$ cat src/rtl/sub_seq_if.sv
// Start/done handshake bundle for the multi-cycle subtractor: request,
// operands, status and registered results.
interface sub_seq_if #(
    parameter int WIDTH = 32
);
    logic             start;
    logic [WIDTH-1:0] input1;
    logic [WIDTH-1:0] input2;
    logic             busy;
    logic             done;
    logic [WIDTH-1:0] diff;
    logic             borrow_from_diff;
    logic             zero;
    logic             overflow;

    modport master (
        output start, input1, input2,
        input  busy, done, diff, borrow_from_diff, zero, overflow
    );

    modport slave (
        input  start, input1, input2,
        output busy, done, diff, borrow_from_diff, zero, overflow
    );
endinterface

$ cat src/rtl/sub_seq.sv
// Multi-cycle subtractor: input1 - input2 one CHUNK-bit digit per cycle,
// LSB first, with the borrow rippled between cycles through a register.
module sub_seq #(
    parameter int WIDTH = 32,
    parameter int CHUNK = 8
) (
    input  logic     clk,
    input  logic     rst,
    sub_seq_if.slave bus
);
    localparam int N   = WIDTH / CHUNK;
    localparam int K_W = (N > 1) ? $clog2(N) : 1;

    typedef enum logic [1:0] {
        IDLE = 2'd0,
        RUN  = 2'd1,
        DONE = 2'd2
    } state_t;

    // Top bit of the result is the borrow out of this digit.
    function automatic logic [CHUNK:0] chunk_sub(
        input logic [CHUNK-1:0] x,
        input logic [CHUNK-1:0] y,
        input logic             bin
    );
        chunk_sub = {1'b0, x} - {1'b0, y} - {{CHUNK{1'b0}}, bin};
    endfunction

    state_t           state_r;
    state_t           state_s;
    logic [K_W-1:0]   k_r;
    logic [WIDTH-1:0] a_r;
    logic [WIDTH-1:0] b_r;
    logic [WIDTH-1:0] res_r;
    logic             bor_r;
    logic             busy_r;
    logic             done_r;
    logic [WIDTH-1:0] diff_r;
    logic             borrow_r;
    logic             zero_r;
    logic             overflow_r;

    logic             accept_s;
    logic             last_s;
    logic [CHUNK:0]   sub_s;
    logic [WIDTH-1:0] diff_next_s;

    // Next-state decode; start is only honoured in IDLE or DONE.
    always_comb begin
        state_s  = state_r;
        accept_s = 1'b0;
        case (state_r)
            IDLE: begin
                if (bus.start) begin
                    accept_s = 1'b1;
                    state_s  = RUN;
                end else begin
                    state_s  = IDLE;
                end
            end
            RUN: begin
                if (last_s) begin
                    state_s = DONE;
                end else begin
                    state_s = RUN;
                end
            end
            DONE: begin
                if (bus.start) begin
                    accept_s = 1'b1;
                    state_s  = RUN;
                end else begin
                    state_s  = IDLE;
                end
            end
            default: begin
                state_s  = IDLE;
                accept_s = 1'b0;
            end
        endcase
    end

    // Current digit subtraction, merged into the partial result.
    always_comb begin
        last_s      = (k_r == K_W'(N - 1));
        sub_s       = chunk_sub(a_r[int'(k_r) * CHUNK +: CHUNK],
                                b_r[int'(k_r) * CHUNK +: CHUNK],
                                bor_r);
        diff_next_s = res_r;
        diff_next_s[int'(k_r) * CHUNK +: CHUNK] = sub_s[CHUNK-1:0];
    end

    // State, datapath and result registers; results move only on completion.
    always_ff @(posedge clk or posedge rst) begin
        if (rst) begin
            state_r    <= IDLE;
            k_r        <= {K_W{1'b0}};
            a_r        <= {WIDTH{1'b0}};
            b_r        <= {WIDTH{1'b0}};
            res_r      <= {WIDTH{1'b0}};
            bor_r      <= 1'b0;
            busy_r     <= 1'b0;
            done_r     <= 1'b0;
            diff_r     <= {WIDTH{1'b0}};
            borrow_r   <= 1'b0;
            zero_r     <= 1'b0;
            overflow_r <= 1'b0;
        end else begin
            state_r <= state_s;
            busy_r  <= (state_s == RUN);
            done_r  <= (state_r == RUN) && last_s;
            if (accept_s) begin
                a_r   <= bus.input1;
                b_r   <= bus.input2;
                k_r   <= {K_W{1'b0}};
                bor_r <= 1'b0;
                res_r <= {WIDTH{1'b0}};
            end else if (state_r == RUN) begin
                res_r <= diff_next_s;
                bor_r <= sub_s[CHUNK];
                k_r   <= k_r + K_W'(1);
                if (last_s) begin
                    diff_r     <= diff_next_s;
                    borrow_r   <= sub_s[CHUNK];
                    zero_r     <= (diff_next_s == {WIDTH{1'b0}});
                    overflow_r <= (a_r[WIDTH-1] != b_r[WIDTH-1]) &&
                                  (diff_next_s[WIDTH-1] != a_r[WIDTH-1]);
                end else begin
                    diff_r     <= diff_r;
                end
            end else begin
                res_r <= res_r;
            end
        end
    end

    assign bus.busy             = busy_r;
    assign bus.done             = done_r;
    assign bus.diff             = diff_r;
    assign bus.borrow_from_diff = borrow_r;
    assign bus.zero             = zero_r;
    assign bus.overflow         = overflow_r;
endmodule

$ cat src/flat_wrapper.sv
// flat-port wrapper written by rule: the top's interface ports become plain ports
module sub_seq_flat 
#(
    parameter int WIDTH = 32,
    parameter int CHUNK = 8
)
  (clk, rst, bus_start, bus_input1, bus_input2, bus_busy, bus_done, bus_diff, bus_borrow_from_diff, bus_zero, bus_overflow);
  sub_seq_if #(.WIDTH(WIDTH)) bus_i ();
  input  logic clk;
  input  logic rst;
  input wire logic [$bits(bus_i.start)-1:0] bus_start;
  input wire logic [$bits(bus_i.input1)-1:0] bus_input1;
  input wire logic [$bits(bus_i.input2)-1:0] bus_input2;
  output wire logic [$bits(bus_i.busy)-1:0] bus_busy;
  output wire logic [$bits(bus_i.done)-1:0] bus_done;
  output wire logic [$bits(bus_i.diff)-1:0] bus_diff;
  output wire logic [$bits(bus_i.borrow_from_diff)-1:0] bus_borrow_from_diff;
  output wire logic [$bits(bus_i.zero)-1:0] bus_zero;
  output wire logic [$bits(bus_i.overflow)-1:0] bus_overflow;
  assign bus_i.start = bus_start;
  assign bus_i.input1 = bus_input1;
  assign bus_i.input2 = bus_input2;
  assign bus_busy = bus_i.busy;
  assign bus_done = bus_i.done;
  assign bus_diff = bus_i.diff;
  assign bus_borrow_from_diff = bus_i.borrow_from_diff;
  assign bus_zero = bus_i.zero;
  assign bus_overflow = bus_i.overflow;
  sub_seq #(.WIDTH(WIDTH), .CHUNK(CHUNK)) u_core (.clk(clk), .rst(rst), .bus(bus_i));
endmodule
$ cat config.mk
export PLATFORM = sky130hd
export DESIGN_NAME = sub_seq_flat
export DESIGN_NICKNAME = d
export VERILOG_FILES = /design/src/rtl/sub_seq_if.sv /design/src/rtl/sub_seq.sv /design/src/flat_wrapper.sv
export SDC_FILE = /design/constraint.sdc
export NUM_CORES = 1
export LEC_CHECK = 0
export CORE_MARGIN = 2
export CORE_UTILIZATION = 54
export CTS_CLUSTER_SIZE = 24
export DETAILED_ROUTE_END_ITERATION = 8
export HOLD_SLACK_MARGIN = 0.12
export PLACE_DENSITY = 0.88
export SLEW_MARGIN = 30
export SYNTH_ARGS = -nofsm -noshare
export SYNTH_HDL_FRONTEND = slang
export SYNTH_SLANG_ARGS = --single-unit
$ cat constraint.sdc
create_clock -name clk -period 5.4 [get_ports clk]
set_input_delay 1.08 -clock clk [delete_from_list [all_inputs] [get_ports clk]]
set_output_delay 1.08 -clock clk [all_outputs]
set_load 0.01 [all_outputs]
==> metrics, run 1 <==
status=complete, but fails checks; violated checks=design-rule violations; ys async rst share=100%; final hold violations=0; Row Count=39; Syn. warnings=0; worst hold path class=reg2reg; initial antenna violation count=0; Min Hold Slack=0.486 ns; Clock Latency Late Sink=0.42 ns; Crit. Startpoint=u_core.k_r[1]; P&R area growth vs syn=28.0%; clock transition at the registers of the reported paths=0.06 ns; Final min period=4.01 ns; DR vias=4,812; Critical Path RT=5.74 ns; IO buf count=103; Final Util=71.7%; CTS tree=built; largest net degree at the start of global routing=71; n_diodes=0; Setup Skew=0.00949 ns; Hold-fix buffers, CTS=0; # setup viols final=0; clk buf depth=2; Antenna Nets Post-Route=0; vias in the first global route=5,062; RSZ-0062 raised after global routing=no; Root Driver=clkbuf_16; Max Slew Vio Count=0; nets@finish=714; relative slew slack=33.3%; Post-synth EDFFs=0; DRC=7; post-route clock period utilization=74.2%; Synth Cell Area=6450 um^2; Post-Syn Instances=524; Worst EP arrival=4.35 ns; RR Startpoint=u_core.k_r[1]; Die W=113 um; Top FF cell, synth=dfrtp_1; Initial Utilization=56.0%; Syn Area/Cell=12.3 um^2; Max Cap Violations=0; CTS resizes=0; final wirelength=15.7 mm; CTS Sinks=138; Post-CTS Setup Inserts=0; Synthesized Nets=611; crit-path max FO=21; WL per Instance=20.1 um; Total GRT Usage=25.7%; Core Region=11,500 um^2; Tightest Pin Transition=0.994 ns; First-pass DRT Iterations=7; Worst setup EP type=flip-flop; initial drt markers=409; vias per inst=6.15; Ports=104; register area share after synthesis=53.6%; final setup TNS=0 ns; Synth cell types=42; H-tree depth=4; Crit Path Class=reg2reg; first-pass GRT wire length=25.6 mm; hpwl dp=10.6 mm; worst setup margin=1.39 ns; #FFs+latches synth=138; Die ar.=12,800 um^2; dpl ws=1.39 ns; Die Ht=113 um; Startpoint Class=flip-flop; CTS buffer count=17; GRT overflow=0; GP Congestion=0.906; layout cells sized above 1=20.6%; hold_sp=u_core.bus.diff[0]; Achievable Freq=250 MHz
==> area by class of cell <==
| type | instances | area (um^2) |
|---|---|---|
| repair buffers | 112 | 1100 |
| clock buffers | 21 | 470 |
| multi-input cells | 328 | 2800 |
| inverters | 30 | 118 |
| fillers | 758 | 3260 |
| clock inverters | 11 | 134 |
| well taps | 143 | 179 |
| flip-flops and latches | 138 | 3450 |
==> layer usage <==
metal / up-vias / track usage (%) / share of wire [%]
li1: 2122 / - / -
met1: 2412 / 33.6 / 41
met2: 247 / 42.9 / 51
met3: 31 / 4.93 / 6.2
met4: 0 / 10.2 / 2.1
met5: - / 0 / 0
==> critical path, stage by stage, from the launching register on <==
cell,delay (ns)
dfrtp_1,0.92
mux4_2,0.61
inv_1,0.11
ha_1,0.12
inv_1,0.04
ha_1,0.23
or2_2,0.33
a2111oi_4,0.30
a311oi_2,0.10
xor2_2,0.42
a22oi_1,0.18
or3b_1,0.39
a31oi_1,0.17
==> path summary, 6_finish.rpt <==
kind / endpoint / slack, ns / cells past startpoint
worst max-delay path: u_core.bus.overflow / 1.39 / 12
worst min register to register: u_core.bus.diff[0] / 0.49 / 2
min in group asynchronous: u_core.res_r[29] / 1.13 / 2
max in group asynchronous: u_core.b_r[12] / 3.38 / 3
worst min-delay path: u_core.bus.diff[0] / 0.49 / 2
worst max register to register: u_core.bus.overflow / 1.39 / 12
==> logic make-up after synthesis <==
family                   share of synthesized area (%)
flip-flops                                        53.6
AND/OR/NAND/NOR                                   7.86
AO/OA/AOI/OAI                                     12.9
multiplexers                                      17.1
buffers and inverters                             3.40
adder cells (fa/ha/maj)                           4.11
XOR/XNOR                                          1.07
==> cells in the mapped netlist, types with 2 or more instances <==
cell      instances  area, um^2
xor2_1            3        26.3
fa_1              2        40.0
buf_1             5        18.8
mux2i_1           2        20.0
nand2b_1          5        31.3
clkbuf_1         22        82.6
mux2_2           64         721
nor2_1           63         236
xnor2_1           3        26.3
a22oi_1           2        15.0
o21ai_0          11        55.1
or2_2             3        18.8
a31oi_1           3        18.8
o21bai_1          5        37.5
nor2b_1           4        25.0
mux4_2           16         360
nand2_1          15        56.3
nor4_1           10        62.6
a221oi_1         29         254
clkinv_1          2        7.51
ha_1             18         225
inv_1            28         105
dfrtp_1         138        3450
nor3_1            6        30.0
a22o_1           32         280
a21oi_1          17        85.1
==> layout by cell type (no fill, tap or decap), types with 2 or more instances in the layout <==
cell type	count
dfrtp_1	137
a22oi_1	2
o21ai_0	11
clkbuf_8	3
inv_1	27
nand2b_1	5
bufinv_16	2
inv_6	5
fa_1	2
clkinvlp_4	4
nor4_1	8
or2_2	3
o21bai_1	5
a31oi_1	3
clkbuf_16	17
xor2_1	3
buf_4	9
nor4_2	2
nor2b_1	3
clkinv_1	2
mux2_2	64
mux2i_1	2
mux4_2	16
clkdlybuf4s50_1	103
nor3_1	5
a221oi_1	29
xnor2_1	3
ha_1	18
a21oi_1	17
nor2_1	63
nand2_1	15
a22o_1	32
==> flip-flops by register name, indices dropped and copies added, names as in the netlist <==
name                         count
u_core.k_r                       2
u_core.bus.busy                  1
u_core.b_r                      32
u_core.bus.diff                 32
u_core.bus.done                  1
u_core.bus.borrow_from_diff      1
u_core.state_r                   2
u_core.res_r                    32
u_core.bor_r                     1
u_core.bus.overflow              1
u_core.a_r                      32
u_core.bus.zero                  1
==> through the flow <==
stage | cell area (um^2) | instances
after CTS | 8250 | 783
after global placement | 7630 | 751
after floorplan | 6450 | 524
final | 8250 | 783
after global routing | 8250 | 783
after detailed placement | 7640 | 751
Power of run 1 is not shown: default switching activity piles up to over one toggle a cycle in this logic, so the estimate is an artifact.
==> run 2: changes to the inputs <==
Settings changed: CORE_UTILIZATION 54 to 49, PLACE_DENSITY 0.88 to 0.85.
Clock period 5.4 ns to 3.5 ns, I/O delays scaled along.
==> run 2 against run 1 <==
The flow now finishes without violations; routed wire length is 3.0% higher; register-to-register slack worse by 1.3 ns; non-clock buffer count grew 22.
==> metrics, run 2 (synthesis gave the netlist of run 1 again) <==
Die ar.=14,100 um^2; Die W=119 um; H-tree depth=4; final hold violations=0; Initial Utilization=50.7%; Worst setup EP type=flip-flop; Final min period=3.42 ns; clk buf depth=2; Critical Path RT=3.83 ns; # fillers=951; Seq. cell area=3450 um^2; worst hold path class=reg2reg; Clock Latency Late Sink=0.42 ns; initial drt markers=354; Row Count=41; most common cell after layout, fill and taps aside=dfrtp_1; layout cells sized above 1=24.2%; n_diodes=0; Total GRT Usage=23.6%; largest net degree at the start of global routing=72; Core Region=12,700 um^2; Crit Path Class=reg2reg; GRT overflow=0; WL per Instance=19.5 um; status=complete, no violations; Max Slew Vio Count=0; vias per inst=5.86; post-route clock period utilization=97.7%; P&R area growth vs syn=34.0%; worst r2r dst=u_core.bus.overflow; RR Startpoint=u_core.k_r[0]; IO buf count=103; Crit. Startpoint=u_core.k_r[0]; Setup Skew=0.0128 ns; Achievable Freq=293 MHz; Die Ht=119 um; # setup viols final=0; clock transition at the registers of the reported paths=0.05 ns; R2R Setup Slk=0.08 ns; Startpoint Class=flip-flop; relative slew slack=38.5%; R2R cell count=14; Min Hold Slack=0.483 ns; vias in the first global route=5,075; most frequent cells in the layout=137 x dfrtp_1, 103 x clkdlybuf4s50_1, 64 x mux2_2; nets@finish=736; DR vias=4,876; Max Cap Violations=0; crit-path max FO=6; Ports=104; GP Congestion=0.926; Antenna Nets Post-Route=0; footprint of the multi-input gates=2860 um^2; Tightest Pin Transition=0.916 ns; hpwl dp=11.1 mm; CTS Sinks=138; initial antenna violation count=0; final wirelength=16.2 mm; First-pass DRT Iterations=5; first-pass GRT wire length=26.0 mm; Root Driver=clkbuf_16; CP Capture Point=u_core.bus.overflow; DRC=0; RSZ-0062 raised after global routing=yes; CTS tree=built; Worst EP arrival=3.75 ns; CTS buffer count=17
[run 2: routing by layer]
metal,wire [um],global-route usage (%),up-vias
li1,-,-,2161
met1,6490,29.7,2440
met2,8120,39.7,237
met3,1130,5.69,38
met4,449,8.56,0
met5,0,0,-
[run 2: worst max-delay path: stages, from the launching register on]
cell and delay (ns):
dfrtp_2 0.43, clkbuf_16 0.18, buf_4 0.11, mux4_2 0.50, ha_1 0.30, inv_1 0.05, ha_1 0.22, a21o_1 0.19
a2111oi_4 0.31, a311oi_2 0.10, xor2_2 0.19, buf_4 0.15, a22oi_2 0.06, or3b_1 0.38, a31oi_1 0.17
[run 2: how the worst min path moves through the flow]
stage | cells past startpoint | from | end
2_1_floorplan | 2 | u_core.bor_r | u_core.bor_r
3_3_place_gp | 2 | u_core.res_r[11] | u_core.res_r[11]
3_5_place_dp | 2 | u_core.bus.diff[31] | u_core.bus.diff[31]
4_1_cts | 2 | u_core.bus.diff[31] | u_core.bus.diff[31]
5_1_grt | 2 | u_core.bus.diff[11] | u_core.bus.diff[11]
6_report | 2 | u_core.bus.diff[11] | u_core.bus.diff[11]
[run 2: through the flow]
| stage | cells | area [um^2] | setup WS, ns | utilization, % | setup TNS (ns) |
|---|---|---|---|---|---|
| floorplan | 524 | 6500 | 0.0169 | - | 0 |
| global placement | 796 | 7860 | 0.134 | 61.8 | 0 |
| detailed placement | 796 | 7860 | 0.0143 | 61.8 | 0 |
| CTS | 828 | 8530 | 0.0260 | 67.0 | 0 |
| global route | 832 | 8640 | -0.0518 | 67.9 | -0.0605 |
| finish | 832 | 8640 | 0.0821 | 67.9 | 0 |
[run 2: final cells by class]
class / count / area share (%)
flip-flops and latches: 138 / 40.0
multi-input cells: 328 / 33.1
repair buffers: 134 / 15.6
clock buffers: 23 / 5.65
well taps: 172 / 2.49
clock inverters: 7 / 1.88
inverters: 30 / 1.35
[run 2: repair_timing]
| action | 4_1_cts | 5_1_grt |
|---|---|---|
| pin swaps | 0 | 7 |
| cloned | 0 | 1 |
| hold buffers | 0 | 0 |
| buffers inserted | 2 | 3 |
| setup endpoints to repair | 1 | 6 |
| gates resized for setup | 0 | 13 |
Power of run 2 is left out for the same reason.
